### config.mk
export PLATFORM = sky130hd
export DESIGN_NAME = armleocpu_writeback_flat
export DESIGN_NICKNAME = d
export VERILOG_FILES = /design/src/rtl/armleocpu_writeback_if.sv /design/src/rtl/armleocpu_writeback.sv /design/src/flat_wrapper.sv
export SDC_FILE = /design/constraint.sdc
export NUM_CORES = 1
export LEC_CHECK = 0
export CAP_MARGIN = 20
export CORE_ASPECT_RATIO = 0.9
export CORE_UTILIZATION = 41
export DETAILED_ROUTE_END_ITERATION = 10
export GPL_ROUTABILITY_DRIVEN = 0
export PLACE_DENSITY = 0.78
export SYNTH_ARGS = -nofsm -noshare
export SYNTH_HDL_FRONTEND = slang
export SYNTH_SLANG_ARGS = --single-unit
export TNS_END_PERCENT = 100
### constraint.sdc
create_clock -name clk -period 4.3 [get_ports clk]
set_input_delay 0.645 -clock clk [delete_from_list [all_inputs] [get_ports clk]]
set_output_delay 0.645 -clock clk [all_outputs]
set_load 0.01 [all_outputs]
### src/rtl/armleocpu_writeback_if.sv
// Memory-stage to writeback-stage result bundle.
// master: memory stage drives; slave: writeback consumes.
interface armleocpu_writeback_if;
  logic        instr_valid;
  logic        stall;
  logic        kill;
  logic        rd_write;
  logic [4:0]  rd_waddr;
  logic [31:0] rd_wdata;
  logic [31:0] pc;
  logic [31:0] instr;

  modport master (
    output instr_valid, stall, kill,
    output rd_write, rd_waddr, rd_wdata,
    output pc, instr
  );

  modport slave (
    input instr_valid, stall, kill,
    input rd_write, rd_waddr, rd_wdata,
    input pc, instr
  );
endinterface

### src/rtl/armleocpu_writeback.sv
// Writeback stage: rd pipeline register, rf write/forward, minstret.
// Optional ARMLEOCPU_WB_TRACE_EN adds registered trace outputs.
module armleocpu_writeback #(
  parameter int INSTRET_WIDTH = 64
) (
  input  logic                        clk,
  input  logic                        rst,
  armleocpu_writeback_if.slave        m2wb,
  input  logic                        p2wb_flush,
  input  logic                        csr_instret_inhibit,
  input  logic                        csr_instret_we_lo,
  input  logic                        csr_instret_we_hi,
  input  logic [31:0]                 csr_instret_wdata,
  output logic [63:0]                 csr_instret,
  output logic                        rf_write,
  output logic [4:0]                  rf_waddr,
  output logic [31:0]                 rf_wdata,
  output logic                        wb_fwd_valid,
  output logic [4:0]                  wb_fwd_addr,
  output logic [31:0]                 wb_fwd_data,
  output logic                        wb_retire
`ifdef ARMLEOCPU_WB_TRACE_EN
  ,
  output logic                        trace_valid,
  output logic [31:0]                 trace_pc,
  output logic [31:0]                 trace_instr,
  output logic                        trace_rd_write,
  output logic [4:0]                  trace_rd_waddr,
  output logic [31:0]                 trace_rd_wdata
`endif
);

  localparam int W = INSTRET_WIDTH;

  logic          r_wb_valid;
  logic          r_rd_write;
  logic [4:0]    r_waddr;
  logic [31:0]   r_wdata;
  logic [W-1:0]  r_instret;

  logic          w_accept;
  logic          w_rf_write;
  logic [63:0]   w_cnt_cur;
  logic [63:0]   w_cnt_next;

  assign w_accept = m2wb.instr_valid & ~m2wb.stall &
                    ~m2wb.kill & ~p2wb_flush;

  // Capture the memory-stage result; anything not accepted is a bubble
  always_ff @(posedge clk or posedge rst) begin
    if (rst) begin
      r_wb_valid <= 1'b0;
      r_rd_write <= 1'b0;
      r_waddr    <= 5'd0;
      r_wdata    <= 32'd0;
    end else begin
      r_wb_valid <= w_accept;
      if (w_accept) begin
        r_rd_write <= m2wb.rd_write;
        r_waddr    <= m2wb.rd_waddr;
        r_wdata    <= m2wb.rd_wdata;
      end
    end
  end

`ifdef ARMLEOCPU_WB_TRACE_EN
  logic [31:0] r_pc;
  logic [31:0] r_instr;

  // Trace-only fields travel alongside the rd result
  always_ff @(posedge clk or posedge rst) begin
    if (rst) begin
      r_pc    <= 32'd0;
      r_instr <= 32'd0;
    end else if (w_accept) begin
      r_pc    <= m2wb.pc;
      r_instr <= m2wb.instr;
    end
  end

  assign trace_valid    = r_wb_valid;
  assign trace_pc       = r_pc;
  assign trace_instr    = r_instr;
  assign trace_rd_write = r_rd_write;
  assign trace_rd_waddr = r_waddr;
  assign trace_rd_wdata = r_wdata;
`else
  logic w_unused_trace;
  assign w_unused_trace = ^{m2wb.pc, m2wb.instr};
`endif

  assign w_rf_write   = r_wb_valid & r_rd_write & (r_waddr != 5'd0);
  assign rf_write     = w_rf_write;
  assign rf_waddr     = r_waddr;
  assign rf_wdata     = r_wdata;
  assign wb_fwd_valid = w_rf_write;
  assign wb_fwd_addr  = r_waddr;
  assign wb_fwd_data  = r_wdata;
  assign wb_retire    = r_wb_valid;

  // Counter next value: CSR write beats increment, no carry on write
  always_comb begin
    w_cnt_cur  = 64'(r_instret);
    w_cnt_next = w_cnt_cur;
    if (csr_instret_we_lo | csr_instret_we_hi) begin
      if (csr_instret_we_lo)
        w_cnt_next[31:0] = csr_instret_wdata;
      if (csr_instret_we_hi)
        w_cnt_next[63:32] = csr_instret_wdata;
    end else if (r_wb_valid & ~csr_instret_inhibit) begin
      w_cnt_next = 64'(r_instret + W'(1));
    end
  end

  // minstret register, truncated to its configured width
  always_ff @(posedge clk or posedge rst) begin
    if (rst)
      r_instret <= '0;
    else
      r_instret <= w_cnt_next[W-1:0];
  end

  assign csr_instret = w_cnt_cur;

endmodule

### src/flat_wrapper.sv
// flat-port wrapper written by rule: the top's interface ports become plain ports
module armleocpu_writeback_flat 
#(
  parameter int INSTRET_WIDTH = 64
)
  (clk, rst, p2wb_flush, csr_instret_inhibit, csr_instret_we_lo, csr_instret_we_hi, csr_instret_wdata, csr_instret, rf_write, rf_waddr, rf_wdata, wb_fwd_valid, wb_fwd_addr, wb_fwd_data, wb_retire, m2wb_instr_valid, m2wb_stall, m2wb_kill, m2wb_rd_write, m2wb_rd_waddr, m2wb_rd_wdata, m2wb_pc, m2wb_instr);
  armleocpu_writeback_if m2wb_i ();
  input  logic clk;
  input  logic rst;
  input  logic p2wb_flush;
  input  logic csr_instret_inhibit;
  input  logic csr_instret_we_lo;
  input  logic csr_instret_we_hi;
  input  logic [31:0] csr_instret_wdata;
  output logic [63:0] csr_instret;
  output logic rf_write;
  output logic [4:0] rf_waddr;
  output logic [31:0] rf_wdata;
  output logic wb_fwd_valid;
  output logic [4:0] wb_fwd_addr;
  output logic [31:0] wb_fwd_data;
  output logic wb_retire;
  input wire logic [$bits(m2wb_i.instr_valid)-1:0] m2wb_instr_valid;
  input wire logic [$bits(m2wb_i.stall)-1:0] m2wb_stall;
  input wire logic [$bits(m2wb_i.kill)-1:0] m2wb_kill;
  input wire logic [$bits(m2wb_i.rd_write)-1:0] m2wb_rd_write;
  input wire logic [$bits(m2wb_i.rd_waddr)-1:0] m2wb_rd_waddr;
  input wire logic [$bits(m2wb_i.rd_wdata)-1:0] m2wb_rd_wdata;
  input wire logic [$bits(m2wb_i.pc)-1:0] m2wb_pc;
  input wire logic [$bits(m2wb_i.instr)-1:0] m2wb_instr;
  assign m2wb_i.instr_valid = m2wb_instr_valid;
  assign m2wb_i.stall = m2wb_stall;
  assign m2wb_i.kill = m2wb_kill;
  assign m2wb_i.rd_write = m2wb_rd_write;
  assign m2wb_i.rd_waddr = m2wb_rd_waddr;
  assign m2wb_i.rd_wdata = m2wb_rd_wdata;
  assign m2wb_i.pc = m2wb_pc;
  assign m2wb_i.instr = m2wb_instr;
  armleocpu_writeback #(.INSTRET_WIDTH(INSTRET_WIDTH)) u_core (.clk(clk), .rst(rst), .m2wb(m2wb_i), .p2wb_flush(p2wb_flush), .csr_instret_inhibit(csr_instret_inhibit), .csr_instret_we_lo(csr_instret_we_lo), .csr_instret_we_hi(csr_instret_we_hi), .csr_instret_wdata(csr_instret_wdata), .csr_instret(csr_instret), .rf_write(rf_write), .rf_waddr(rf_waddr), .rf_wdata(rf_wdata), .wb_fwd_valid(wb_fwd_valid), .wb_fwd_addr(wb_fwd_addr), .wb_fwd_data(wb_fwd_data), .wb_retire(wb_retire));
endmodule
After elaboration in Yosys (flattened, before gate mapping)
Cells that the tools add are included.
- register bits: 103
- input port bits: 143
- output and inout bits: 141
- word-level logic and storage cells: 28
- $add $sub $neg: 1
- equality and inequality tests: 2
- multiplexer cells: 4
- bitwise operators: 11
- reduce and logical (&&, ||, !) cells: 4
- operators with widths (kind ; count):
    2-to-1 mux 64 bit ; 2
    adder 64 x 1 -> 64 bit (second input constant) ; 1
    2-to-1 mux 32 bit ; 2
    AND 1 bit ; 6
    nonzero test 5 bit ; 1
    != test 2 bit (second input constant) ; 2
    inverter 1 bit ; 4
    AND reduction 2 bit ; 2
    nonzero test 2 bit ; 1
    OR 1 bit ; 1

Logic depth before layout (Yosys ltp)
Gate-level depths: netlist of the first run.
- depth after elaboration: 4
- depth in mapped cells: 9
- depth with buffers taken out: 7

Least setup slack after synthesis of the first run
OpenSTA, ideal clock, no wires.
- path kind: flip-flop to flip-flop
- start point: register u_core.r_instret[0], in the netlist u_core.csr_instret[0]
- end point: register u_core.r_instret[48], in the netlist u_core.csr_instret[48]
- library setup time: 0.137 ns
- data arrival time: 2.295 ns
- required time: 4.163 ns
- slack: 1.868 ns
- cell stages (with the launch flop): 10
- buffers on the path: 2
- clock period less this slack: 2.432 ns
- path through: dfrtp_1 -> ha_1 -> and4_1 -> buf_2 -> nand4_1 -> or4b_1 -> buf_2 -> or2_1 -> o32ai_1 -> a21oi_1
- longest elaborated chain between the ends: 3
- ends and longest elaborated chain (element ; line ; text):
    from (decl) ; armleocpu_writeback.sv:39 ; logic [W-1:0] r_instret;
    from (signal assigned) ; armleocpu_writeback.sv:120 ; r_instret <= w_cnt_next[W-1:0];
    adder 64 x 1 -> 64 bit ; armleocpu_writeback.sv:111 ; w_cnt_next = 64'(r_instret + W'(1));
    2-to-1 mux 64 bit ; armleocpu_writeback.sv:110 ; end else if (r_wb_valid & ~csr_instret_inhibit) begin
    2-to-1 mux 64 bit ; armleocpu_writeback.sv:105 ; if (csr_instret_we_lo | csr_instret_we_hi) begin
No other way between the ends. The select of a mux whose other input is x is not followed.
A chain may end at the register's enable or synchronous reset.

Worst setup path in the final report of the first run
Ends and elaborated chain as after synthesis.

==> flow_summary.json, run 1 <==
{
  "status": "finished, final reports clean",
  "setup_ws_ps": 1349,
  "wl_um": 19510,
  "finClkSkew_ps": 10.05,
  "antenna_left": 0,
  "nets": 924,
  "synth_fp_nets": 754,
  "io_buffers": 219,
  "cts_setup_buffers": 0,
  "cp_max_fo": 10,
  "layoutNonFillerInstCount": 953,
  "setup_viol": 0,
  "numClockSinks": 103,
  "antenna_found_initial": 0,
  "synth.top_cell.area_share_pct": 44.82,
  "crit_type": "reg2reg",
  "drtIter0Drc": 628,
  "layout_common_cells": "219 x clkdlybuf4s50_1, 103 x dfrtp_1, 60 x nand2_1",
  "finalHoldViolCount": 0,
  "vias": 5717,
  "crit_required_ps": 4520,
  "viasPerCell": 5.999,
  "ys_seq_area_share_pct": 44.82,
  "ys.warnings.count": 0,
  "postCtsHoldBufs": 0,
  "antenna_cells": 0,
  "synth_cell_types": 61,
  "hpwl_um": 14680,
  "avgSynthCellArea_um2": 9.427,
  "synthArstFlopShare_pct": 100.0,
  "wl_per_cell_um": 20.47,
  "drive_above_1_share_pct": 11.08,
  "place_area_um2": 7831,
  "synth_largest_area_cell": "dfrtp_1",
  "syn_area_um2": 5751,
  "yosys_register_bits": 103,
  "cts_tree": "built",
  "grt_max_degree": 69,
  "clkLatencyLatePin_ps": 350,
  "ir_drop_mv": 0.2202,
  "grt_overflow_total": 0,
  "critPathLaunchType": "flop",
  "synth_area_leaders": "dfrtp_1 45%, mux2_2 8.2%, buf_4 5.0%",
  "drc": 0,
  "synth_cells": 610,
  "worstMarginPinSlew_ps": 902.4,
  "grt_pass1_vias": 5413,
  "dp.cells": 937,
  "fin_crit_ps": 2951,
  "critPathCaptureType": "flop",
  "fin_area_um2": 8142,
  "rows": 40,
  "cap_violations": 0,
  "setup_tns_ps": 0,
  "die_y_um": 114.4,
  "fmax_mhz": 338.8,
  "slew_headroom_pct": 39.38,
  "synth_edf_count": 0,
  "final_util_pct": 60.25,
  "syn2layout_area_growth_pct": 41.58,
  "drt_pass1_iterations": 6,
  "critPathArrivalTime_ps": 3170,
  "synth_top_flop_cell": "dfrtp_1",
  "min_path_cells": 1,
  "powerDensity_nw_per_um2": 379.6,
  "grt_usage_pct": 26.76,
  "start_util_pct": 42.56,
  "die_area_um2": 14500,
  "cts-root-buf": "clkbuf_16",
  "die_x_um": 126.8,
  "grt_pass1_wl_um": 29860,
  "cts_resized": 0,
  "worstRegToRegCells": 7,
  "htreeDepth": 3,
  "pin_count": 284,
  "numCtsBuffers": 9,
  "leakagePower_nw": 3.075,
  "hold_class": "reg2reg",
  "final_common_cell": "clkdlybuf4s50_1",
  "timing.final.crit_share_pct": 68.63,
  "clkSlewWorstSetupHoldPaths_ps": 70,
  "core_area_um2": 13510,
  "slew_viol_final": 0,
  "ctsLongestPathBuffers": 2,
  "place_ws_ps": 1247,
  "rsz0062_at_grt": "no"
}
==> flip-flops by register name (all words and copies together) (netlist names) <==
signal / flops
u_core.r_rd_write: 1
u_core.rf_waddr: 5
u_core.wb_retire: 1
u_core.rf_wdata: 32
u_core.csr_instret: 64
==> worst max-delay path, stage by stage (launching register included) <==
cell and delay (ps):
dfrtp_1 430, ha_1 230, and4_1 510, nand4_1 270
or4b_1 730, or2_1 340, o32ai_1 240, a21oi_1 70
==> synth_stat cells (6+ instances only) <==
master / count
nand3_1: 23
dfrtp_1: 103
nor3_1: 13
nand4_1: 23
o22a_1: 6
and3_1: 15
nor2_1: 43
a311oi_1: 7
o22ai_1: 14
nand2_1: 60
o21ai_0: 28
xnor2_1: 6
mux2_2: 42
clkbuf_1: 25
inv_1: 6
a21oi_1: 46
a31oi_1: 6
nor4_1: 8
xor2_1: 12
and4_1: 8
buf_4: 38
==> report_power, final <==
group	internal, mW	switching [mW]
clock	0.485	0.368
combinational	0.565	0.393
sequential	1.11	0.168
total	2.16	0.929
==> metal layers <==
layer	routed length, µm	GRT usage [%]	vias to the layer above
met5	0	0	-
met3	1994	5.888	38
li1	-	-	2555
met4	388	8.889	0
met2	9096	41.36	348
met1	8032	37.31	2776
==> cell families (layout without fill, tap and decap cells) <==
| group | Yosys count | in the layout | synth area share [%] |
|---|---|---|---|
| and+or+nand+nor | 229 | 229 | 20.95 |
| xor gates and xnor gates | 18 | 18 | 2.741 |
| buffers and inverters | 78 | 253 | 7.767 |
| adders and majority gates | 1 | 1 | 0.2175 |
| AOI/OAI and AO/OA | 138 | 138 | 15.10 |
| DFF | 103 | 103 | 44.82 |
| muxes | 43 | 43 | 8.399 |
==> final timing paths <==
| check | from | to | slack [ps] |
|---|---|---|---|
| worst max register to register | u_core.csr_instret[0] | u_core.csr_instret[48] | 1350 |
| worst max-delay path | u_core.csr_instret[0] | u_core.csr_instret[48] | 1350 |
| max in group asynchronous | rst | u_core.csr_instret[45] | 2470 |
| worst min register to register | u_core.r_rd_write | u_core.r_rd_write | 520 |
| min in group asynchronous | rst | u_core.rf_wdata[8] | 820 |
| worst min-delay path | u_core.r_rd_write | u_core.r_rd_write | 520 |
==> stage by stage <==
stage / power (mW) / hold slack, ps
6_report: 3.090 / 517.3
5_1_grt: 3.217 / 539.5
4_1_cts: 3.106 / 521.3
3_5_place_dp: 2.249 / 506.2
3_3_place_gp: 2.222 / 496.1
2_1_floorplan: 1.725 / 481.4
==> cell type report <==
type / count / area [µm²]
repair buffers: 230 / 2275
well taps: 168 / 210.2
multi-input cells: 429 / 2740
inverters: 7 / 28.78
flip-flops and latches: 103 / 2577
fillers: 1143 / 5371
clock inverters: 4 / 53.80
clock buffers: 12 / 256.5
Power figures use the tool's default switching activity.
==> run 2: changes to the inputs <==
--- a/config.mk
+++ b/config.mk
@@ -7,10 +7,10 @@
 export LEC_CHECK = 0
 export CAP_MARGIN = 20
 export CORE_ASPECT_RATIO = 0.9
-export CORE_UTILIZATION = 41
+export CORE_UTILIZATION = 37
 export DETAILED_ROUTE_END_ITERATION = 10
 export GPL_ROUTABILITY_DRIVEN = 0
-export PLACE_DENSITY = 0.78
+export PLACE_DENSITY = 0.74
 export SYNTH_ARGS = -nofsm -noshare
 export SYNTH_HDL_FRONTEND = slang
 export SYNTH_SLANG_ARGS = --single-unit
==> constraint.sdc (replaced) <==
create_clock -name clk -period 2.5 [get_ports clk]
set_input_delay 0.375 -clock clk [delete_from_list [all_inputs] [get_ports clk]]
set_output_delay 0.375 -clock clk [all_outputs]
set_load 0.01 [all_outputs]
==> flow_summary.json, run 2 (synthesis gave the netlist of run 1 again) <==
{
  "r2r-end": "u_core.csr_instret[52]",
  "crit_type": "reg2reg",
  "slew_headroom_pct": 65.93,
  "critPathArrivalTime_ps": 2650,
  "cts-root-buf": "clkbuf_16",
  "p_sw_share_pct": 29.70,
  "slew_viol_final": 0,
  "clkSlewWorstSetupHoldPaths_ps": 70,
  "wl_per_cell_um": 19.82,
  "crit_slowest_cell": "or4_4",
  "ctsLongestPathBuffers": 2,
  "final_util_pct": 57.23,
  "worstRegToRegCells": 6,
  "multi_input_area_um2": 2759,
  "power_frac_seq_pct": 40.1,
  "hpwl_um": 15710,
  "cts_resized": 0,
  "place_ws_ps": -4.711,
  "viasPerCell": 5.705,
  "cap_violations": 0,
  "finClkSkew_ps": 11.84,
  "final_common_cell": "clkdlybuf4s50_1",
  "grt_overflow_total": 0,
  "die_y_um": 120.3,
  "clkPwrFrac_pct": 28.3,
  "core_area_um2": 14920,
  "r2r-start": "u_core.csr_instret[15]",
  "die_area_um2": 16050,
  "drive_above_1_share_pct": 15.33,
  "nets": 961,
  "wl_um": 20210,
  "internal-power_mw": 3.839,
  "htreeDepth": 3,
  "reg2reg_slack_ps": 90,
  "setup_ws_ps": 91.80,
  "slowest_delay_ps": 600,
  "critPathLaunchType": "flop",
  "syn2layout_area_growth_pct": 48.52,
  "grt_usage_pct": 25.43,
  "io_buffers": 219,
  "fmax_mhz": 415.2,
  "powerDensity_nw_per_um2": 639.4,
  "hold_class": "in2async",
  "layout_common_cells": "219 x clkdlybuf4s50_1, 103 x dfrtp_1, 60 x nand2_1",
  "grt_pass1_wl_um": 31420,
  "leakagePower_nw": 3.278,
  "crit_required_ps": 2750,
  "clkLatencyLatePin_ps": 360,
  "rsz0062_at_grt": "no",
  "grt_max_degree": 45,
  "drtIter0Drc": 689,
  "ff_latch_area_um2": 2577,
  "numClockSinks": 103,
  "fin_area_um2": 8541,
  "drc": 0,
  "cts_tree": "built",
  "setup_viol": 0,
  "cp_max_fo": 7,
  "worstMarginPinSlew_ps": 506.4,
  "status": "finished, final reports clean",
  "place_area_um2": 8198,
  "postCtsHoldBufs": 0,
  "antenna_left": 0,
  "vias": 5819,
  "layoutNonFillerInstCount": 1020,
  "p_sw_mw": 1.622,
  "timing.final.crit_share_pct": 96.33,
  "rows": 42,
  "critPathCaptureType": "flop",
  "dp.cells": 1004,
  "start_util_pct": 38.53,
  "numCtsBuffers": 9,
  "die_x_um": 133.4,
  "antenna_cells": 0,
  "pin_count": 284,
  "antenna_found_initial": 0,
  "ir_drop_mv": 0.4550,
  "largest_register_ffs": 64,
  "cts_setup_buffers": 0,
  "finalHoldViolCount": 0,
  "drt_pass1_iterations": 6,
  "nFillCells": 1320,
  "setup_tns_ps": 0,
  "p_comb_share_pct": 31.6,
  "path_cells": "nand4_4, or4_4, nor4_1, nand4_1, xnor2_1, mux2_2",
  "fin_crit_ps": 2408,
  "grt_pass1_vias": 5569
}
==> run 2: metal layers <==
layer / GRT usage, % / vias to the layer above / share of wire, %
met2: 38.67 / 341 / 47
met5: 0 / - / 0
met1: 35.64 / 2797 / 41
met4: 8.878 / 0 / 2.6
li1: - / 2637 / -
met3: 5.451 / 44 / 9.7
==> run 2: critical path: cells and delay by family (launching register included) <==
family / cells / cell delay (ps)
and+or+nand+nor: 4 / 1370
xor gates and xnor gates: 1 / 170
DFF: 1 / 460
muxes: 1 / 280
==> run 2: worst max path at each step <==
stage / start / to / slack, ps / cells past startpoint
after CTS: u_core.csr_instret[0] / u_core.csr_instret[42] / 80 / 7
after global routing: u_core.csr_instret[15] / u_core.csr_instret[57] / 20 / 6
after detailed placement: csr_instret_we_lo / u_core.csr_instret[38] / -5 / 8
after global placement: csr_instret_we_lo / u_core.csr_instret[63] / 70 / 9
after floorplan: u_core.csr_instret[0] / u_core.csr_instret[48] / 70 / 9
final: u_core.csr_instret[15] / u_core.csr_instret[52] / 90 / 6
==> run 2: area by class of cell <==
class,count,area share (%)
Multi-Input combinational cell,429,32.30
Timing Repair Buffer,267,30.47
Sequential cell,103,30.18
Tap cell,198,2.901
Clock buffer,11,2.842
Clock inverter,5,0.9522
Inverter,7,0.3516
==> run 2: through the flow <==
stage / total power, mW / hold slack (ps)
CTS: 5.493 / 397.4
global route: 5.709 / 428.1
floorplan: 2.967 / 481.4
global placement: 3.894 / 496.0
detailed placement: 3.941 / 517.6
finish: 5.461 / 386.5
==> run 2: power groups by stage <==
stage	combinational, mW	sequential (mW)	clock [mW]
floorplan	0.694	2.27	0
global placement	1.70	2.20	0
detailed placement	1.72	2.22	0
CTS	1.73	2.19	1.57
global route	1.83	2.23	1.64
finish	1.73	2.19	1.54
